--- src/rtl/fir_decim_sequencer.sv ---
// fir_decim_sequencer: decimating FIR control (clock/reset, x_strobe in; sample RAM wr/rd, coef ROM addr, MAC clr/en, y_strobe, busy, overrun out)
module fir_decim_sequencer #(
  parameter int ADDR_W = 10,
  parameter int NTAPS  = 1024,
  parameter int DECIM  = 8,
  parameter int RD_LAT = 1
) (
  input  logic              clock,
  input  logic              reset,
  input  logic              x_strobe,
  output logic              wr_en,
  output logic [ADDR_W:0]   wr_addr,
  output logic [ADDR_W:0]   rd_addr,
  output logic [ADDR_W-1:0] coef_addr,
  output logic              mac_clr,
  output logic              mac_en,
  output logic              y_strobe,
  output logic              busy,
  output logic              overrun
);
  typedef enum logic [1:0] {IDLE, RUN, DRAIN, DUMP} state_t;
  localparam logic [7:0] PMAX = 8'(DECIM - 1);
  localparam logic [7:0] DMAX = 8'(RD_LAT - 1);
  localparam logic [ADDR_W-1:0] KMAX = ADDR_W'(NTAPS - 1);
  state_t state, state_n;
  logic [ADDR_W:0] wr_ptr;
  logic [ADDR_W-1:0] k;
  logic [7:0] phase, dcnt;
  logic [RD_LAT-1:0] en_d, clr_d;
  logic trig;
  assign trig = x_strobe && phase == PMAX;
  assign wr_en = x_strobe && !reset;
  assign wr_addr = wr_ptr;
  assign coef_addr = k;
  assign mac_en = en_d[RD_LAT-1];
  assign mac_clr = clr_d[RD_LAT-1];
  always_comb begin
    state_n = state == IDLE  ? (trig ? RUN : IDLE) :
              state == RUN   ? (k == KMAX ? DRAIN : RUN) :
              state == DRAIN ? (dcnt == DMAX ? DUMP : DRAIN) : IDLE;
  end
  always_ff @(posedge clock) begin
    if (reset) begin
      state    <= IDLE;
      wr_ptr   <= '0;
      phase    <= '0;
      k        <= '0;
      dcnt     <= '0;
      rd_addr  <= '0;
      en_d     <= '0;
      clr_d    <= '0;
      busy     <= 1'b0;
      y_strobe <= 1'b0;
      overrun  <= 1'b0;
    end else begin
      state    <= state_n;
      busy     <= state_n != IDLE;
      y_strobe <= state_n == DUMP;
      overrun  <= overrun || (trig && state != IDLE);
      if (x_strobe) begin
        wr_ptr <= wr_ptr + 1'b1;
        phase  <= phase == PMAX ? '0 : phase + 1'b1;
      end
      k       <= state == RUN ? k + 1'b1 : '0;
      dcnt    <= state == DRAIN ? dcnt + 1'b1 : '0;
      rd_addr <= state == RUN ? rd_addr - 1'b1 : (state == IDLE && trig) ? wr_ptr : rd_addr;
      en_d    <= RD_LAT'({en_d, state == RUN});
      clr_d   <= RD_LAT'({clr_d, state == RUN && k == '0});
    end
  end
endmodule

--- config.mk ---
export PLATFORM = sky130hd
export DESIGN_NAME = fir_decim_sequencer
export DESIGN_NICKNAME = d
export VERILOG_FILES = /design/src/rtl/fir_decim_sequencer.sv
export SDC_FILE = /design/constraint.sdc
export NUM_CORES = 1
export LEC_CHECK = 0
export ABC_AREA = 1
export BUFFER_PORTS_ARGS = -buffer_cell sky130_fd_sc_hd__buf_2
export CAP_MARGIN = 20
export CORE_ASPECT_RATIO = 2
export CORE_MARGIN = 4
export CORE_UTILIZATION = 60
export DETAILED_ROUTE_END_ITERATION = 10
export PLACE_DENSITY = 0.83
export SLEW_MARGIN = 20
export SYNTH_ARGS = -nofsm -noshare
export SYNTH_HDL_FRONTEND = slang
export SYNTH_SLANG_ARGS = --single-unit
export TNS_END_PERCENT = 30
--- constraint.sdc ---
create_clock -name clock -period 2.5 [get_ports clock]
set_input_delay 0 -clock clock [delete_from_list [all_inputs] [get_ports clock]]
set_output_delay 0 -clock clock [all_outputs]
set_load 0.02 [all_outputs]
==> reports/summary.txt <==
Measured slew at the worst slew-check pin -> 0.512 ns
Count of final hold-check violations -> 0
Dpl cells -> 477
Path depth of the worst reg2reg path -> 8
Initial Util -> 62.8%
DRT Wirelength -> 6.07 mm
Slew margin rel. -> 65.8%
Buffers on Ports -> 40
FMAX -> 663 MHz
Core Footprint -> 4380 um^2
# setup viols final -> 0
Total GRT Usage -> 22.3%
Fin cells -> 484
First-pass GRT wire length -> 10.8 mm
Max H-tree Level -> 2
CTS root buf -> clkbuf_8
Via density -> 5.30
Share of cells above drive strength 1 -> 18.1%
Clk_lat worst skew -> 0.30 ns
Via count -> 2566
DP Wirelength -> 4.60 mm
RSZ-0062 raised after global routing -> no
Overflow after GRT -> 0
Post-Syn Nets -> 400
CP max FO -> 6
Min Tclk post-route -> 1.51 ns
Number of CTS-inserted buffers -> 5
Post-synth top flop -> dfxtp_1
Worst EP required -> 2.71 ns
Initial DRT Pass Iterations -> 4
VDD IR max -> 415 uV
Fin util -> 70.4%
Antenna violations before repair -> 0
Ant diodes -> 0
FF+latch count, synth -> 55
Clk slew on worst S/H paths -> 0.10 ns
Max_cap viols -> 0
Type of element capturing the critical path -> register
Number of global-route vias before repair -> 2530
Die Width -> 55.9 um
Synth area leader -> dfxtp_1
Design Power -> 1.51 mW
Yosys top cell area share -> 40.0%
Register area share after synthesis -> 40.0%
Layout Skew -> 0.0104 ns
WS Path Type -> register to register
Hold Crit Class -> primary input to register
Slew Limit Fails -> 0
Post-synth cell types -> 38
Top post-synthesis cells by count -> 81 x nand2_1, 55 x dfxtp_1, 52 x nor2_1
Design area -> 3080 um^2
Top-count cell post-synth -> nand2_1
Hold-fix buffer count after cts -> 0
Setup TNS -> 0 ns
DIE AREA -> 5800 um^2
Initial drt markers -> 109
Status -> complete, no violations
Worst hold path depth -> 2
Post-placement cell area -> 2980 um^2
Postcts setup bufs -> 0
Syn Area/Cell -> 7.06 um^2
Pleak -> 1.38 nW
Post-Syn Area -> 2750 um^2
Rows -> 34
CTS Sinks -> 55
Clock buffer depth -> 2
CTS tree -> built
GP Congestion -> 0.880
Number of remaining DRC errors -> 0
I/O pin cnt -> 41
Post-synth EDFFs -> 0
Pwr per Cell Area -> 489 nW/um^2
Mapped Cells -> 390
ANT nets after route -> 0
Die Ht -> 104 um
Syn-to-layout area delta -> 12.0%
Largest net degree at the start of global routing -> 19
Cts repair resizes -> 0
Worst Path Arrival -> 1.71 ns
Fin nets -> 440
Fraction of registers with async set/reset -> 0%
Largest cells by area after synthesis -> dfxtp_1 40%, nand2_1 11%, nor2_1 7.1%, inv_1 7.0%, a21oi_1 4.9%
Wire per inst -> 12.5 um
Crit start category -> register
Tcrit/Tclk final -> 60.3%
Yosys warning total -> 0
power breakdown:
| group | internal, mW | leakage, nW | switching [mW] |
|---|---|---|---|
| registers | 0.881 | 0.444 | 0.00651 |
| clock network | 0.294 | 0.0513 | 0.276 |
| logic | 0.0145 | 0.890 | 0.0341 |
| total | 1.19 | 1.38 | 0.317 |
path summary, 6_finish.rpt:
path                   start           to  slack (ns)
setup / recovery  wr_addr[0]  wr_addr[10]        0.99
setup reg to reg  wr_addr[0]  wr_addr[10]        0.99
hold reg to reg      dcnt[0]      dcnt[0]        0.48
hold / removal      x_strobe   wr_addr[0]        0.09
kinds of logic (layout without fill, tap and decap cells):
kind of cell               count (synthesis)  count (layout)  share of synthesized area [%]
buffers and inverters                     68             108                           10.0
AOI/OAI and AO/OA                         58              58                           11.5
xor gates and xnor gates                   5               5                           1.59
and+or+nand+nor                          197             197                           33.8
adders and majority gates                  7               7                           3.18
DFF                                       55              55                           40.0
state kept, by name, indices dropped and copies added, names as in the netlist:
| register | count |
|---|---|
| wr_addr | 11 |
| rd_addr | 11 |
| overrun | 1 |
| dcnt | 8 |
| busy | 1 |
| mac_en | 1 |
| y_strobe | 1 |
| phase | 8 |
| coef_addr | 10 |
| mac_clr | 1 |
| state | 2 |
worst max-delay path, cell delays in order, from the launching register on:
cell,delay (ns)
dfxtp_1,0.42
ha_1,0.22
inv_1,0.06
nor2_2,0.15
nand4_1,0.16
nor2_1,0.16
nand2_1,0.06
o21ai_1,0.12
nor2_1,0.05
routing by layer:
metal | routed length, um | track usage (%) | vias to the layer above
li1 | - | - | 1319
met1 | 2360 | 23.4 | 1185
met2 | 3320 | 43.0 | 51
met3 | 258 | 3.61 | 11
met4 | 128 | 7.98 | 0
met5 | 0 | 0 | -
area by class of cell:
cell class,instances,area (um^2)
multi-input combinational,267,1380
fill,394,1300
tap,54,67.6
timing repair buffer,40,200
sequential,55,1100
clock inverter,1,30.0
inverter,61,236
clock buffer,6,72.6
placed cells by master, fill, tap and decap left out, types with 8 or more instances in the layout:
cell type,instances
dfxtp_1,55
o21ai_0,14
nor3_1,8
inv_2,8
nand3_1,26
nor2_1,52
buf_2,40
o21ai_1,8
a21oi_1,27
inv_1,51
nand2_1,81
metrics by stage:
stage                     setup WS (ns)  hold slack [ns]
after global placement             1.01            0.375
after detailed placement          0.987            0.386
after global routing              0.796            0.130
final                             0.993           0.0872
after CTS                         0.988           0.0773
after floorplan                    1.05            0.286
No activity file was read; power rests on OpenSTA's default activity.
